### config.mk
export PLATFORM = sky130hd
export DESIGN_NAME = seven_segment_mux
export DESIGN_NICKNAME = d
export VERILOG_FILES = /design/src/rtl/seven_segment_mux.sv
export SDC_FILE = /design/constraint.sdc
export NUM_CORES = 1
export LEC_CHECK = 0
export CORE_MARGIN = 2
export CORE_UTILIZATION = 45
export DETAILED_ROUTE_END_ITERATION = 6
export DONT_BUFFER_PORTS = 1
export PLACE_DENSITY = 0.65
export REMOVE_ABC_BUFFERS = 1
export SYNTH_ARGS = -nofsm -noshare
export SYNTH_HDL_FRONTEND = slang
export SYNTH_SLANG_ARGS = --single-unit
### constraint.sdc
create_clock -name clk -period 6.6 [get_ports clk]
set_input_delay 1.32 -clock clk [delete_from_list [all_inputs] [get_ports clk]]
set_output_delay 1.32 -clock clk [all_outputs]
set_load 0.01 [all_outputs]
### src/rtl/seven_segment_mux.sv
// Scans NUM_DIGITS common-anode digits over one shared active-low segment bus.
// Each slot starts with a blanking interval. Define LEADING_ZERO_BLANK_EN to suppress leading zeros.
module seven_segment_mux #(
    parameter int NUM_DIGITS   = 2,
    parameter int REFRESH_DIV  = 20000,
    parameter int BLANK_CYCLES = 64
) (
    input  logic                    clk,
    input  logic                    reset,
    input  logic [4*NUM_DIGITS-1:0] digits,
    input  logic [NUM_DIGITS-1:0]   digit_en,
    output logic [6:0]              seg,
    output logic [NUM_DIGITS-1:0]   anode,
    output logic                    frame_done
);
    // state | meaning
    // BLANK | all anodes off, slot settling time
    // SHOW  | selected anode on with the latched digit value
    typedef enum logic {ST_BLANK, ST_SHOW} state_t;

    localparam int CW = $clog2(REFRESH_DIV);
    localparam int IW = (NUM_DIGITS > 1) ? $clog2(NUM_DIGITS) : 1;
    localparam logic [CW-1:0] CNT_MAX  = CW'(REFRESH_DIV - 1);
    localparam logic [CW-1:0] CNT_SHOW = CW'(BLANK_CYCLES);
    localparam logic [IW-1:0] IDX_MAX  = IW'(NUM_DIGITS - 1);

    state_t                r_state, w_state_nxt;
    logic [CW-1:0]         r_cnt, w_cnt_nxt;
    logic [IW-1:0]         r_idx, w_idx_nxt;
    logic [3:0]            r_val, w_val_nxt;
    logic                  r_en, w_en_nxt;
    logic [6:0]            r_seg, w_seg_nxt;
    logic [NUM_DIGITS-1:0] r_anode, w_anode_nxt;
    logic                  r_frame_done, w_frame_done_nxt;
    logic                  w_wrap, w_latch, w_lz, w_sel_en;
    logic [3:0]            w_sel_val;

    function automatic logic [6:0] hex_to_seg(input logic [3:0] v);
        case (v)
            4'h0: hex_to_seg = 7'h40;
            4'h1: hex_to_seg = 7'h79;
            4'h2: hex_to_seg = 7'h24;
            4'h3: hex_to_seg = 7'h30;
            4'h4: hex_to_seg = 7'h19;
            4'h5: hex_to_seg = 7'h12;
            4'h6: hex_to_seg = 7'h02;
            4'h7: hex_to_seg = 7'h78;
            4'h8: hex_to_seg = 7'h00;
            4'h9: hex_to_seg = 7'h10;
            4'hA: hex_to_seg = 7'h08;
            4'hB: hex_to_seg = 7'h03;
            4'hC: hex_to_seg = 7'h46;
            4'hD: hex_to_seg = 7'h21;
            4'hE: hex_to_seg = 7'h06;
            default: hex_to_seg = 7'h0E;
        endcase
    endfunction

    always_comb begin
        w_wrap    = (r_cnt == CNT_MAX);
        w_cnt_nxt = w_wrap ? '0 : r_cnt + CW'(1);
        w_idx_nxt = r_idx;
        if (w_wrap)
            w_idx_nxt = (r_idx == IDX_MAX) ? '0 : r_idx + IW'(1);
        w_latch = (w_cnt_nxt == CNT_SHOW);

        w_sel_val = 4'h0;
        w_sel_en  = 1'b0;
        for (int i = 0; i < NUM_DIGITS; i++) begin
            if (r_idx == IW'(i)) begin
                w_sel_val = digits[4*i +: 4];
                w_sel_en  = digit_en[i];
            end
        end

        w_lz = 1'b0;
`ifdef LEADING_ZERO_BLANK_EN
        // Blank only when this digit and every more significant one are zero.
        w_lz = (r_idx != '0);
        for (int i = 0; i < NUM_DIGITS; i++) begin
            if ((IW'(i) >= r_idx) && (digits[4*i +: 4] != 4'h0))
                w_lz = 1'b0;
        end
`endif

        w_state_nxt = r_state;
        w_val_nxt   = r_val;
        w_en_nxt    = r_en;
        if (w_wrap) begin
            w_state_nxt = ST_BLANK;
        end else if (w_latch) begin
            w_state_nxt = ST_SHOW;
            w_val_nxt   = w_sel_val;
            w_en_nxt    = w_sel_en & ~w_lz;
        end

        // Outputs are decoded from next-state values so the registers carry no extra lag.
        w_seg_nxt   = 7'h7F;
        w_anode_nxt = '1;
        if ((w_state_nxt == ST_SHOW) && w_en_nxt) begin
            w_seg_nxt = hex_to_seg(w_val_nxt);
            for (int i = 0; i < NUM_DIGITS; i++) begin
                if (w_idx_nxt == IW'(i))
                    w_anode_nxt[i] = 1'b0;
            end
        end
        w_frame_done_nxt = w_wrap && (r_idx == IDX_MAX);
    end

    always_ff @(posedge clk or posedge reset) begin
        if (reset) begin
            r_state      <= ST_BLANK;
            r_cnt        <= '0;
            r_idx        <= '0;
            r_val        <= 4'h0;
            r_en         <= 1'b0;
            r_seg        <= 7'h7F;
            r_anode      <= '1;
            r_frame_done <= 1'b0;
        end else begin
            r_state      <= w_state_nxt;
            r_cnt        <= w_cnt_nxt;
            r_idx        <= w_idx_nxt;
            r_val        <= w_val_nxt;
            r_en         <= w_en_nxt;
            r_seg        <= w_seg_nxt;
            r_anode      <= w_anode_nxt;
            r_frame_done <= w_frame_done_nxt;
        end
    end

    assign seg        = r_seg;
    assign anode      = r_anode;
    assign frame_done = r_frame_done;

endmodule
## After elaboration in Yosys (flattened, before gate mapping)

Memories as Yosys holds them, arrays and structs flattened.
Index checks and enable logic that the tools add are counted.

- Register bits after elaboration: 32
- ROM bits: 112
- Input port bits: 12
- Output and inout port bits: 10
- Logic and storage cells: 30
- Memories: 1

Memories:

| name | words | bits a word | rd ports | clocked after Yosys merged registers in | write ports | line | RTL |
|---|---|---|---|---|---|---|---|
| (name not given) | 16 | 7 | 1 | 0 | 0 | 39 | `case (v)` |

- Add/subtract/negate cells: 2
- Equality and inequality tests: 2
- Multiplexer cells: 15
- Reduce and logical (&&, ||, !) cells: 2

Operators by type and width:

| cell | number |
|---|---|
| $add 15x1->15 const B | 1 |
| $eq 15x15->1 const B | 1 |
| $eq 15x7->1 const B | 1 |
| $mux 15 | 1 |
| $mux 4 | 3 |
| $mux 1 | 9 |
| $mux 7 | 1 |
| $logic_and 1x1->1 | 2 |
| $mux 2 | 1 |
| $add 1x1->1 const B | 1 |

## Depth between registers and ports, before layout

- Depth after elaboration: 7
- Gate-level depth with buffers: 15
- Mapped depth without buffers: 12

## Least setup slack after synthesis

No wires, ideal clock.

- Kind: register -> register
- Start: register r_cnt[12]
- End: register r_seg[3], in the netlist seg[3]
- Setup time: 80 ps
- Data arrival time: 3209 ps
- Required time: 6520 ps
- Setup slack: 3311 ps
- Stages on the path, launching flop included: 16
- Buffers on the path: 4
- Period minus slack after synthesis: 3289 ps
- Cells stage by stage: dfrtp_1 -> buf_6 -> or4_4 -> nor4_4 -> and3_1 -> buf_6 -> o2111ai_4 -> nor3_4 -> buf_6 -> buf_4 -> mux2i_1 -> inv_1 -> ha_1 -> inv_1 -> o21ai_0 -> o22a_1

- Longest elaborated chain between the ends: 7
- Elaborated cells on any way between the ends: 13
- Classes of those cells: add/sub: 1; eq/ne: 2; mux: 8; reduce/logical: 1; memory: 1

RTL lines:

| element | line | RTL |
|---|---|---|
| from (decl) | 28 | `logic [CW-1:0] r_cnt, w_cnt_nxt;` |
| from (signal assigned) | 122 | `r_cnt <= w_cnt_nxt;` |
| $add 15x1->15 / $eq 15x15->1 (equally long branches) | 61, 60 |  |
| $mux 15 | 61 | `w_cnt_nxt = w_wrap ? '0 : r_cnt + CW'(1);` |
| $eq 15x7->1 | 65 | `w_latch = (w_cnt_nxt == CNT_SHOW);` |
| $mux 4 | 91 | `end else if (w_latch) begin` |
| $mux 4 * | 89 | `if (w_wrap) begin` |
| named net w_val_nxt[0] | 30 | `logic [3:0] r_val, w_val_nxt;` |
| $mem_v2 16x7 * | n/a |  |
| $mux 7 * | 100 | `if ((w_state_nxt == ST_SHOW) && w_en_nxt) begin` |
| named net w_seg_nxt[3] | 32 | `logic [6:0] r_seg, w_seg_nxt;` |
| to (signal assigned) | 126 | `r_seg <= w_seg_nxt;` |
| to (decl) | 32 |  |

Mark *: on every way through the listed nets, which the timed path passes. The rest lies on a longest branch.

## Worst setup path after layout

- Start: register r_cnt[8]
- End: register r_seg[4], in the netlist seg[4]

Same word-level chain as after synthesis.

==> insert_results.sql <==
INSERT INTO impl_metrics (metric_group, metric, value, unit) VALUES
('yosys', 'post-synth-top-area-fraction', '0.298', ''),
('final_layout', 'final-instance-count-excl-fill', '236', ''),
('setup_path', 'r2r-end', 'seg[4]', ''),
('outcome', 'run_status', 'finished, final reports clean', ''),
('hold_path', 'worst_hold_path_type', 'reg2reg', ''),
('pwr', 'pwr-share-comb', '0.021', ''),
('floorplan', 'floorplan_die_width', '69.6', 'um'),
('floorplan', 'rows', '23', ''),
('final_layout', 'filler_cell_count', '378', ''),
('hold_path', 'worst_hold_path.num_cells', '1', ''),
('setup_path', 'worst-setup-path-type', 'reg2reg', ''),
('yosys', 'synthesis.area', '1930', 'um^2'),
('clock_tree', 'tritoncts', 'yes', ''),
('yosys', 'post_synth_main_area_contributors', 'dfrtp_1, dfstp_2, mux2i_1', ''),
('final_layout', 'seq_area', '812', 'um^2'),
('floorplan', 'io_pins', '22', ''),
('clock_tree', 'ctsHtreeMaxLevel', '2', ''),
('clock_tree', 'post_cts.repair.setup_buffers', '0', ''),
('timing', 'max_freq', '253', 'MHz'),
('route', 'drt_total_wl', '3.76', 'mm'),
('setup_path', 'critical_path.max_fanout', '20', ''),
('yosys', 'ys_seq_elements', '32', ''),
('yosys', 'synth.avg_cell_area', '10.3', 'um^2'),
('floorplan', 'core_area', '4060', 'um^2'),
('yosys', 'yosys_most_used_dff', 'dfrtp_1', ''),
('route', 'drt_drc_violations_left', '0', ''),
('yosys', 'post_synth_inst_count', '188', ''),
('yosys', 'synth_enable_flop_cells', '0', ''),
('hold_path', 'hold_start', 'r_state', ''),
('route', 'vias', '1323', ''),
('route', 'detail_route.first_pass.iterations', '4', ''),
('grt', 'global_route_wire_length_before_repair', '6.38', 'mm'),
('pwr', 'power.sequential.fraction', '0.483', ''),
('grt', 'first_global_vias', '1343', ''),
('final_layout', 'fin_util', '0.507', ''),
('yosys', 'post_synth_most_frequent_cells', 'dfrtp_1, nor2_1, mux2i_1', ''),
('route', 'detail_route_antenna_nets', '0', ''),
('timing', 'hold_slack', '0.480', 'ns'),
('grt', 'total_overflow_reported_by_the_global_router', '0', ''),
('floorplan', 'initial_core_util', '0.477', ''),
('grt', 'initial_antenna_violation_count', '0', ''),
('hold_path', 'holdPathEnd', 'r_state', ''),
('timing', 'grt_setup_unrepaired', 'no', ''),
('timing', 'worst_clock_skew', '0.00552', 'ns'),
('timing', 'timing.max_slew.rel_slack', '0.461', ''),
('route', 'post_drt_wl_per_cell', '15.9', 'um'),
('pwr', 'cellLeakagePower', '0.837', 'nW'),
('timing', 'timing_max_transition_violations_final', '0', ''),
('final_layout', 'final_design_area_no_fill', '2060', 'um^2'),
('final_layout', 'area_growth', '6.34', '%'),
('route', 'drt-initial-drc-count', '119', ''),
('yosys', 'synth_warnings', '0', ''),
('timing', 'max_slew.worst_pin.slew', '0.806', 'ns'),
('pwr', 'sw_frac_of_total', '0.184', ''),
('pwr', 'switching_power', '74.6', 'uW'),
('clock_tree', 'clock_tree.root_cell', 'clkbuf_8', ''),
('pwr', 'p_int', '332', 'uW'),
('pwr', 'design_power_total', '406', 'uW'),
('yosys', 'synthArstFlopShare', '1.00', ''),
('setup_path', 'critical_path_buffer_and_inverter_count', '1', ''),
('yosys', 'ys_types', '52', ''),
('pwr', 'ir_worst_vdd', '0.000105', 'V'),
('final_layout', 'fraction_of_layout_cells_with_a_size_suffix_above_1', '0.177', ''),
('setup_path', 'crit_path_start_kind', 'flip-flop', ''),
('clock_tree', 'numClockSinks', '32', ''),
('timing', 'period_minus_slack', '3.95', 'ns'),
('clock_tree', 'clock_tree.buffer_depth', '2', ''),
('timing', 'post-route-period-util', '0.599', ''),
('setup_path', 'cell_type_group_with_the_largest_total_delay_on_the_critical_path', 'simple AND/OR/NAND/NOR gates', ''),
('grt', 'grt_max_degree', '33', ''),
('setup_path', 'critPathRequiredTime', '6.76', 'ns');
-- placed cells by master (no fill, tap or decap), types with 3 or more instances in the layout --
cell | netlist | routed
ha_1 | 8 | 8
a21oi_1 | 3 | 3
nand4_1 | 5 | 5
o21ai_0 | 7 | 7
xnor2_1 | 8 | 8
inv_1 | 6 | 6
nand2_1 | 9 | 9
clkbuf_8 | 0 | 7
nor3_1 | 3 | 3
dfrtp_1 | 23 | 23
xor2_1 | 7 | 7
nor2b_1 | 3 | 3
mux2i_1 | 11 | 11
mux2_2 | 4 | 4
nor2_1 | 19 | 19
dfstp_2 | 9 | 9
nand3_1 | 10 | 10
-- worst max-delay path by stage --
| stage | startpoint | end | slack [ns] | cells past startpoint |
|---|---|---|---|---|
| 2_1_floorplan | r_cnt[8] | seg[3] | 3.16 | 11 |
| 3_3_place_gp | r_cnt[12] | seg[4] | 2.88 | 10 |
| 3_5_place_dp | r_cnt[8] | seg[4] | 2.69 | 10 |
| 4_1_cts | r_cnt[8] | seg[4] | 2.65 | 10 |
| 5_1_grt | r_cnt[5] | seg[3] | 2.39 | 11 |
| 6_report | r_cnt[8] | seg[4] | 2.65 | 10 |
-- final cells by class --
class | instances | share of cell area
clock buffers | 7 | 0.0468
repair buffers | 1 | 0.00365
inverters | 8 | 0.0158
multi-input cells | 137 | 0.494
flip-flops and latches | 32 | 0.395
clock inverters | 1 | 0.0146
well taps | 50 | 0.0304
-- worst reg2reg max path: cells and delay by family (launching register included) --
| family | cells | cell delay (ns) |
|---|---|---|
| buf+inv | 1 | 0.15 |
| compound gates | 2 | 0.36 |
| mux | 1 | 0.52 |
| flops | 1 | 0.44 |
| simple gates | 5 | 2.09 |
| fa+ha+maj | 1 | 0.28 |
-- cell families (layout without fill, tap and decap cells) --
logic type | after synthesis | count (layout) | synth area share
adder cells (fa/ha/maj) | 8 | 8 | 0.0517
AND/OR/NAND/NOR | 67 | 67 | 0.193
XOR/XNOR | 15 | 15 | 0.0679
buffers and inverters | 19 | 17 | 0.0550
flip-flops | 32 | 32 | 0.420
AO/OA/AOI/OAI | 30 | 30 | 0.120
multiplexers | 17 | 17 | 0.0931
-- routing by layer --
layer	wire length, um	global-route usage	vias up
met5	0	0	-
met4	93	0.0741	0
met1	1670	0.200	634
met2	1840	0.276	25
met3	159	0.0596	10
li1	-	-	654
-- registers in the layout, summed over array words and instances (netlist names) --
register    count
r_val           4
r_cnt          15
r_idx           1
anode           2
frame_done      1
seg             7
r_state         1
r_en            1
-- power by group through the flow --
stage	Combinational, mW	Clock [mW]	Sequential [mW]
after global placement	0.00889	0	0.200
after global routing	0.0102	0.216	0.196
after CTS	0.00888	0.206	0.196
final	0.00856	0.201	0.196
after detailed placement	0.00890	0	0.200
after floorplan	0.00652	0	0.200
Note: power is estimated with default switching activity, not from simulation.
